===== src/rtl/mem_block_adapter.sv =====
// Block-transfer engine below the cache controller: one 4-word block per
// request, serialised into four 32-bit word beats on the memory port.
// All outputs come straight from flops, computed one cycle ahead from the
// next-state values.
//
// state | meaning
// IDLE  | waiting for Req_Low; request fields are latched here only
// XFER  | one beat per cycle on the memory port, stalls while Mem_Ack = 0
// DONE  | one-cycle Rdy_Low (with Err_Low on timeout), then back to IDLE
module mem_block_adapter #(
    parameter int unsigned TIMEOUT = 255
) (
    input  logic         clk,
    input  logic         rst,
    input  logic         Req_Low,
    input  logic         Wr_Low,
    input  logic [27:0]  A_Low,
    input  logic [127:0] Din_Low,
    output logic         Rdy_Low,
    output logic         Err_Low,
    output logic [127:0] Dout_Low,
    output logic         Mem_Req,
    output logic         Mem_Wr,
    output logic [31:0]  Mem_Addr,
    output logic [31:0]  Mem_WData,
    input  logic [31:0]  Mem_RData,
    input  logic         Mem_Ack
);

    localparam logic [7:0] TIMEOUT_CNT = TIMEOUT[7:0];

    typedef enum logic [1:0] {
        IDLE = 2'd0,
        XFER = 2'd1,
        DONE = 2'd2
    } state_t;

    state_t         state_q, state_d;
    logic [1:0]     beat_q, beat_d;
    logic [7:0]     stall_q, stall_d;
    logic [27:0]    addr_q, addr_d;
    logic           wr_q, wr_d;
    logic [127:0]   data_q, data_d;
    logic           err_q, err_d;
    logic           rdy_low_q, rdy_low_d;
    logic           err_low_q, err_low_d;
    logic [127:0]   dout_q, dout_d;
    logic           mem_req_q, mem_req_d;
    logic           mem_wr_q, mem_wr_d;
    logic [31:0]    mem_addr_q, mem_addr_d;
    logic [31:0]    mem_wdata_q, mem_wdata_d;

    // Next-state, counters, captured fill data and the registered port values.
    always_comb begin
        state_d     = state_q;
        beat_d      = beat_q;
        stall_d     = stall_q;
        addr_d      = addr_q;
        wr_d        = wr_q;
        data_d      = data_q;
        err_d       = err_q;
        dout_d      = dout_q;
        mem_wr_d    = mem_wr_q;
        mem_addr_d  = mem_addr_q;
        mem_wdata_d = mem_wdata_q;
        mem_req_d   = 1'b0;
        rdy_low_d   = 1'b0;
        err_low_d   = 1'b0;

        case (state_q)
            IDLE: begin
                if (Req_Low) begin
                    addr_d  = A_Low;
                    wr_d    = Wr_Low;
                    data_d  = Din_Low;
                    beat_d  = 2'd0;
                    stall_d = 8'd0;
                    state_d = XFER;
                end
            end
            XFER: begin
                if (Mem_Ack) begin
                    if (!wr_q) begin
                        dout_d[{beat_q, 5'd0} +: 32] = Mem_RData;
                    end
                    stall_d = 8'd0;
                    if (beat_q == 2'd3) begin
                        state_d = DONE;
                    end else begin
                        beat_d = beat_q + 2'd1;
                    end
                end else begin
                    stall_d = stall_q + 8'd1;
                    if (stall_d == TIMEOUT_CNT) begin
                        err_d   = 1'b1;
                        state_d = DONE;
                    end
                end
            end
            DONE: begin
                err_d   = 1'b0;
                state_d = IDLE;
            end
            default: begin
                state_d = IDLE;
            end
        endcase

        // Port values are registered, so they follow the state being entered.
        if (state_d == XFER) begin
            mem_req_d   = 1'b1;
            mem_wr_d    = wr_d;
            mem_addr_d  = {addr_d, beat_d, 2'b00};
            mem_wdata_d = data_d[{beat_d, 5'd0} +: 32];
        end
        if (state_d == DONE) begin
            rdy_low_d = 1'b1;
            err_low_d = err_d;
        end
    end

    // State and output registers with synchronous reset.
    always_ff @(posedge clk) begin
        if (rst) begin
            state_q     <= IDLE;
            beat_q      <= 2'd0;
            stall_q     <= 8'd0;
            addr_q      <= 28'd0;
            wr_q        <= 1'b0;
            data_q      <= 128'd0;
            err_q       <= 1'b0;
            rdy_low_q   <= 1'b0;
            err_low_q   <= 1'b0;
            dout_q      <= 128'd0;
            mem_req_q   <= 1'b0;
            mem_wr_q    <= 1'b0;
            mem_addr_q  <= 32'd0;
            mem_wdata_q <= 32'd0;
        end else begin
            state_q     <= state_d;
            beat_q      <= beat_d;
            stall_q     <= stall_d;
            addr_q      <= addr_d;
            wr_q        <= wr_d;
            data_q      <= data_d;
            err_q       <= err_d;
            rdy_low_q   <= rdy_low_d;
            err_low_q   <= err_low_d;
            dout_q      <= dout_d;
            mem_req_q   <= mem_req_d;
            mem_wr_q    <= mem_wr_d;
            mem_addr_q  <= mem_addr_d;
            mem_wdata_q <= mem_wdata_d;
        end
    end

    assign Rdy_Low   = rdy_low_q;
    assign Err_Low   = err_low_q;
    assign Dout_Low  = dout_q;
    assign Mem_Req   = mem_req_q;
    assign Mem_Wr    = mem_wr_q;
    assign Mem_Addr  = mem_addr_q;
    assign Mem_WData = mem_wdata_q;

endmodule

===== config.mk =====
export PLATFORM = sky130hd
export DESIGN_NAME = mem_block_adapter
export DESIGN_NICKNAME = d
export VERILOG_FILES = /design/src/rtl/mem_block_adapter.sv
export SDC_FILE = /design/constraint.sdc
export NUM_CORES = 1
export LEC_CHECK = 0
export ABC_AREA = 0
export ABC_CLOCK_PERIOD_IN_PS = 3780
export CAP_MARGIN = 20
export CORE_MARGIN = 5
export CORE_UTILIZATION = 53
export DETAILED_ROUTE_END_ITERATION = 10
export PLACE_DENSITY = 0.86
export SYNTH_ARGS = -nofsm -noshare
export SYNTH_HDL_FRONTEND = slang
export SYNTH_SLANG_ARGS = --single-unit

===== constraint.sdc =====
create_clock -name clk -period 3.78 [get_ports clk]
set_input_delay 0.945 -clock clk [delete_from_list [all_inputs] [get_ports clk]]
set_output_delay 0.945 -clock clk [all_outputs]
set_load 0.05 [all_outputs]

Word level (Yosys, flattened, before mapping):

Cells that the tools add are included.

* register bits: 364
* logic and storage cells: 58
* input port bits: 193
* output and inout bits: 196

* muxes and demuxes: 24
* add/subtract/negate cells: 3
* bitwise operators: 2
* shifts and indexed selects: 3
* reduce and logical (&&, ||, !) cells: 5
* equal/unequal tests: 7

Operators by type and width (number)
* 128-bit two-way mux: 2
* 128-bit bitwise mux: 1
* 32-bit by 9-bit variable shift with 128-bit output, first input constant: 1
* 128-bit by 8-bit indexed part select with 32-bit output: 1
* 32-bit by 9-bit indexed part select with 128-bit output: 1
* 28-bit two-way mux: 2
* 8-bit two-way mux: 2
* 8-bit one-hot mux with 2 select lines: 1
* 2-bit two-way mux: 7
* 7-bit negator with 9-bit output: 1
* 8-bit by 1-bit adder with 8-bit output, second input constant: 1
* 8-bit == test, second input constant: 1
* 2-bit one-hot mux with 2 select lines: 2
* 2-bit == test, second input constant: 3
* 1-bit two-way mux: 6
* 2-bit by 1-bit == test with 1-bit output, second input constant: 2
* 3-bit AND reduction: 1
* 2-bit by 1-bit adder with 2-bit output, second input constant: 1
* 2-bit logical NOT: 1
* 2-bit inequality test, second input constant: 1
* 1-bit NOT: 2
* 1-bit one-hot mux with 2 select lines: 1
* 2-bit AND reduction: 1
* 2-bit nonzero test: 1
* 2-bit OR reduction: 1

Depth between registers and ports, before layout:

* depth in word-level cells: 8
* gate-level depth with buffers: 12
* mapped depth without buffers: 8

Worst setup path after synthesis:

Ideal clock, no wire load.

* path kind: input port to flip-flop
* start point: input port Mem_Ack
* end point: register mem_wdata_q[1], in the netlist Mem_WData[1]
* data arrival time: 2562 ps
* buffers on the path: 2
* setup slack: 1086 ps
* cell stages on the path: 8
* cells stage by stage: nor2b_1 o21ai_0 buf_2 buf_1 a22oi_1 or2_2 a2111oi_0 nor3_1

* cells in the longest elaborated chain, start to end: 3

RTL lines
* start, declared: line 27 `input logic Mem_Ack`
* 2-bit two-way mux: line 82 `if (Mem_Ack) begin`
* 2-bit one-hot mux with 2 select lines: line 70 `case (state_q)`
* 128-bit by 8-bit indexed part select with 32-bit output or 2-bit by 1-bit == test with 1-bit output (tied branches): line 114, 110
* end signal, assigned: line 153 `mem_wdata_q <= mem_wdata_d;`
* end, declared: line 51 `logic [31:0] mem_wdata_q, mem_wdata_d;`

Several ways; a longest one is shown, not always the timed one.
A chain may end at the register's enable or synchronous reset.

Worst setup path in the final report:

* start point: input port Mem_Ack
* end point: register err_low_q, in the netlist Err_Low

* cells in the longest elaborated chain, start to end: 5

RTL lines
* 2-bit two-way mux: line 82
* 2-bit one-hot mux with 2 select lines: line 70
* 2-bit == test: line 116 `if (state_d == DONE) begin`
* 1-bit NOT (no source line)
* 2-bit OR reduction (no source line)
* end signal, assigned: line 148 `err_low_q <= err_low_d;`
* end, declared: line 46 `logic err_low_q, err_low_d;`

Several ways; a longest one is shown, not always the timed one.

==> summary.md <==
| Metric | Value |
|---|---|
| Most frequent cells in the layout | `sky130_fd_sc_hd__nand2_1, sky130_fd_sc_hd__clkdlybuf4s50_1, sky130_fd_sc_hd__dfxtp_1` |
| Clock latency on the worst-skew pair | `0.52 ns` |
| Type of the worst min-delay path | `flip-flop to flip-flop` |
| Setup repair after global routing missed its margin | `no` |
| Average vias per placed instance | `between 5 and 6` |
| Class of the most critical setup path | `input port to flip-flop` |
| Max Fanout on Critical Path | `30` |
| #FFs+latches synth | `364` |
| First-pass detailed-route iteration total | `5` |
| Final worst clock skew | `around 0.012 ns` |
| Clock Root Buffer | `sky130_fd_sc_hd__clkbuf_16` |
| Maximum number of buffers from clock root to sink | `3` |
| Number of antenna violations at the first check in global routing | `1` |
| Highest clock frequency the design can meet | `approximately 310 MHz` |
| Number of cells on the worst reg-to-reg path | `9` |
| Endpoint required time on the critical path | `between 4 and 5 ns` |
| Number of instances in the synthesized netlist | `about 1900` |
| Critical path endpoint | `Err_Low` |
| Area growth from synthesis to layout | `36.1%` |
| Routed metal-1 wirelength | `around 19000 um` |
| Vias | `15500` |
| Most common cell after layout, fill and taps aside | `sky130_fd_sc_hd__nand2_1` |
| Ant diodes | `0` |
| Maximum capacitance violations | `0` |
| Post-Place Cells | `~2500` |
| Power density cells | `roughly 460 nW/um2` |
| Kind of start point of the critical path | `input port` |
| Parity-gate share of the synthesized area counting xor and xnor cells | `0.00175` |
| Final count of hold timing violations | `0` |
| Count of cells resized by post-cts repair | `0` |
| Placeable core region | `roughly 28000 um2` |
| Outcome | `completed` |
| Simple-gate share of the synthesized area | `0.222` |
| Aggregate global routing overflow | `0` |
| Post-route antenna net violation count | `0` |
| Final count of pins violating max slew | `0` |
| Die footprint | `approximately 32000 um2` |
| Die width | `roughly 180 um` |
| H-tree depth reported by CTS | `2` |
| Maximum number of pins on one net before global-route repair | `between 150 and 200` |
| Final critical path time including I/O delays and setup | `~3.2 ns` |
| CTS tree | `done` |
| CTS Buf Count | `38` |
| Total Negative Setup Slacks | `0 ns` |
| Post-synth design cell area | `15000 um2` |
| Wire length per cell after detailed routing | `19.6 um` |
| DRC violation count after routing | `0` |
| Proportion of synthesized area in mux cells | `0.00142` |
| Ports | `around 400` |
| Top Metal Used | `met5` |
| Met2 wirelength from detailed routing | `roughly 24000 um` |
| Register-to-register setup slack | `0.79 ns` |
| GP Congestion | `0.837` |
| Final HPWL from detailed placement | `roughly 33000 um` |
| Mean Syn Cell Area | `about 7.9 um2` |
| Synth unique cells | `45` |
| RR Startpoint | `state_q[0]` |
| Transition time of the tightest slew-check pin | `roughly 0.94 ns` |
| CP Data Arrival Time | `3.64 ns` |
| Synth Area in Compound Gates | `0.228` |
| Final Non-Filler Cells | `around 2600` |
| Yosys Warn Count | `0` |
| Hold wc startpoint | `Dout_Low[94]` |
| Capturing point of the worst reg2reg path | `Mem_WData[28]` |
| CP Launch Point | `Mem_Ack` |
| Share of layout cells above drive strength 1 | `0.0668` |
| Main combinational cell family by area after synthesis | `compound AO/OA/AOI/OAI gates` |
| Final setup margin | `0.591 ns` |
| Initial standard-cell utilization of the core | `0.538` |
| Worst Setup Slack post-DPL | `0.0220 ns` |
| Number of buffers added on ports | `~390` |
| Overall track demand over capacity in global routing | `0.301` |
| Routed wire length | `between 50000 and 60000 um` |
| Synthesized-area fraction occupied by adder cells | `0.00919` |
| Number of synthesized flops with an enable pin | `0` |
| Via count of the first global-routing pass | `approximately 15000` |
| Number of hold buffers added after cts | `0` |
| Largest voltage drop on the vdd net | `~0.32 mV` |
| Row count | `about 60` |
| Count of routing violations after the opening detailed-route iteration | `~1800` |
| Number of sinks on the clock net | `roughly 360` |
| Tightest slew margin relative to the limit | `0.368` |
| Buffer count from post-CTS setup fixing | `0` |
| Final number of setup-violating endpoints | `0` |
| Nets | `approximately 2400` |
| Wire length of the first global-routing pass | `78000 um` |
| Share of flip-flops with an asynchronous set or reset | `0` |
| CTS clk-pin slew, worst paths | `~0.06 ns` |
| Static leakage | `a little over 7 nW` |
| Post-synthesis sequential area ratio | `0.487` |
| Period Utilization, post-route | `0.844` |
| Top flip-flop cell by instance count after synthesis | `sky130_fd_sc_hd__dfxtp_1` |
| Die Height | `about 180 um` |
| Met3 WL post-DR | `4930 um` |
| Capturing element type of the critical path | `flip-flop` |
[worst max-delay path: stages]
cell,delay (ns)
sky130_fd_sc_hd__clkdlybuf4s50_1,0.52
sky130_fd_sc_hd__or4b_4,0.58
sky130_fd_sc_hd__a211oi_2,0.50
sky130_fd_sc_hd__a31oi_4,0.39
sky130_fd_sc_hd__buf_4,0.37
sky130_fd_sc_hd__nor3_2,0.16
sky130_fd_sc_hd__nor2b_1,0.15
[cell families after synthesis]
group / after synthesis
buf+inv: 183
flops: 364
xor+xnor: 3
compound gates: 571
other cells: 1
fa+ha+maj: 11
simple gates: 755
mux: 2
[through the flow]
| step | cell area [um2] | hold slack (ns) | util | power [mW] |
|---|---|---|---|---|
| 3_5_place_dp | 19200 | 0.442 | 0.689 | 5.76 |
| 2_1_floorplan | 15000 | 0.440 | - | 5.12 |
| 4_1_cts | 20400 | 0.450 | 0.732 | 9.32 |
| 5_1_grt | 20400 | 0.460 | 0.732 | 9.64 |
| 6_report | 20400 | 0.449 | 0.732 | 9.30 |
| 3_3_place_gp | 19200 | 0.437 | 0.689 | 5.73 |
[flip-flops by register name (all words and copies together), names as in the netlist]
name / count
Dout_Low: 128
data_q: 128
Mem_WData: 32
Mem_Addr: 30
addr_q: 28
stall_q: 8
beat_q: 2
state_q: 2
Err_Low: 1
Mem_Req: 1
Mem_Wr: 1
Rdy_Low: 1
err_q: 1
wr_q: 1
[Yosys cell counts, types with 2 or more instances]
library cell,count,share of area
sky130_fd_sc_hd__a211o_1,31,0.018
sky130_fd_sc_hd__a2111oi_0,31,0.018
sky130_fd_sc_hd__or3_1,3,0.0013
sky130_fd_sc_hd__nor2b_1,9,0.0038
sky130_fd_sc_hd__or2_2,31,0.013
sky130_fd_sc_hd__nand2b_1,30,0.013
sky130_fd_sc_hd__a31o_2,2,0.0012
sky130_fd_sc_hd__and2_1,6,0.0025
sky130_fd_sc_hd__nand3_1,161,0.054
sky130_fd_sc_hd__buf_1,20,0.0050
sky130_fd_sc_hd__a22oi_1,33,0.017
sky130_fd_sc_hd__a31oi_2,2,0.0017
sky130_fd_sc_hd__nor3b_1,4,0.0020
sky130_fd_sc_hd__ha_1,11,0.0092
sky130_fd_sc_hd__nor2_1,17,0.0043
sky130_fd_sc_hd__nor3_1,33,0.011
sky130_fd_sc_hd__a211oi_2,2,0.0017
sky130_fd_sc_hd__clkbuf_1,124,0.031
sky130_fd_sc_hd__nand2_1,454,0.11
sky130_fd_sc_hd__a22o_1,31,0.018
sky130_fd_sc_hd__buf_2,18,0.0060
sky130_fd_sc_hd__clkbuf_2,2,0.00067
sky130_fd_sc_hd__inv_1,7,0.0018
sky130_fd_sc_hd__o21a_1,2,0.0010
sky130_fd_sc_hd__xor2_1,2,0.0012
sky130_fd_sc_hd__dfxtp_1,364,0.49
sky130_fd_sc_hd__a21oi_1,360,0.12
sky130_fd_sc_hd__buf_4,11,0.0055
sky130_fd_sc_hd__a211oi_1,33,0.017
sky130_fd_sc_hd__o21ai_0,41,0.014
[area by class of cell]
type / instances / area, um2
fill: 2020 / 7470
sequential: 364 / 7290
multi-input combinational: 1344 / 7010
timing repair buffer: 428 / 4410
clock buffer: 55 / 1140
tap: 378 / 473
clock inverter: 3 / 43.8
inverter: 7 / 26.3
[routing by layer]
metal | up-vias | track usage
li1 | 7138 | -
met1 | 7227 | 0.377
met2 | 932 | 0.507
met3 | 166 | 0.0551
met4 | 2 | 0.137
met5 | - | 0
[report_power, final]
part / switching (mW) / internal (mW)
sequential: 0.0958 / 4.03
clock: 1.45 / 2.14
combinational: 0.973 / 0.614
[worst min path at each step]
stage,end,slack (ns),depth (start not counted)
6_report,Dout_Low[94],0.45,2
3_3_place_gp,Dout_Low[40],0.44,2
2_1_floorplan,data_q[103],0.44,2
4_1_cts,Dout_Low[8],0.45,2
5_1_grt,Dout_Low[28],0.46,2
3_5_place_dp,Dout_Low[55],0.44,2
No activity file was read; power rests on OpenSTA's default activity.
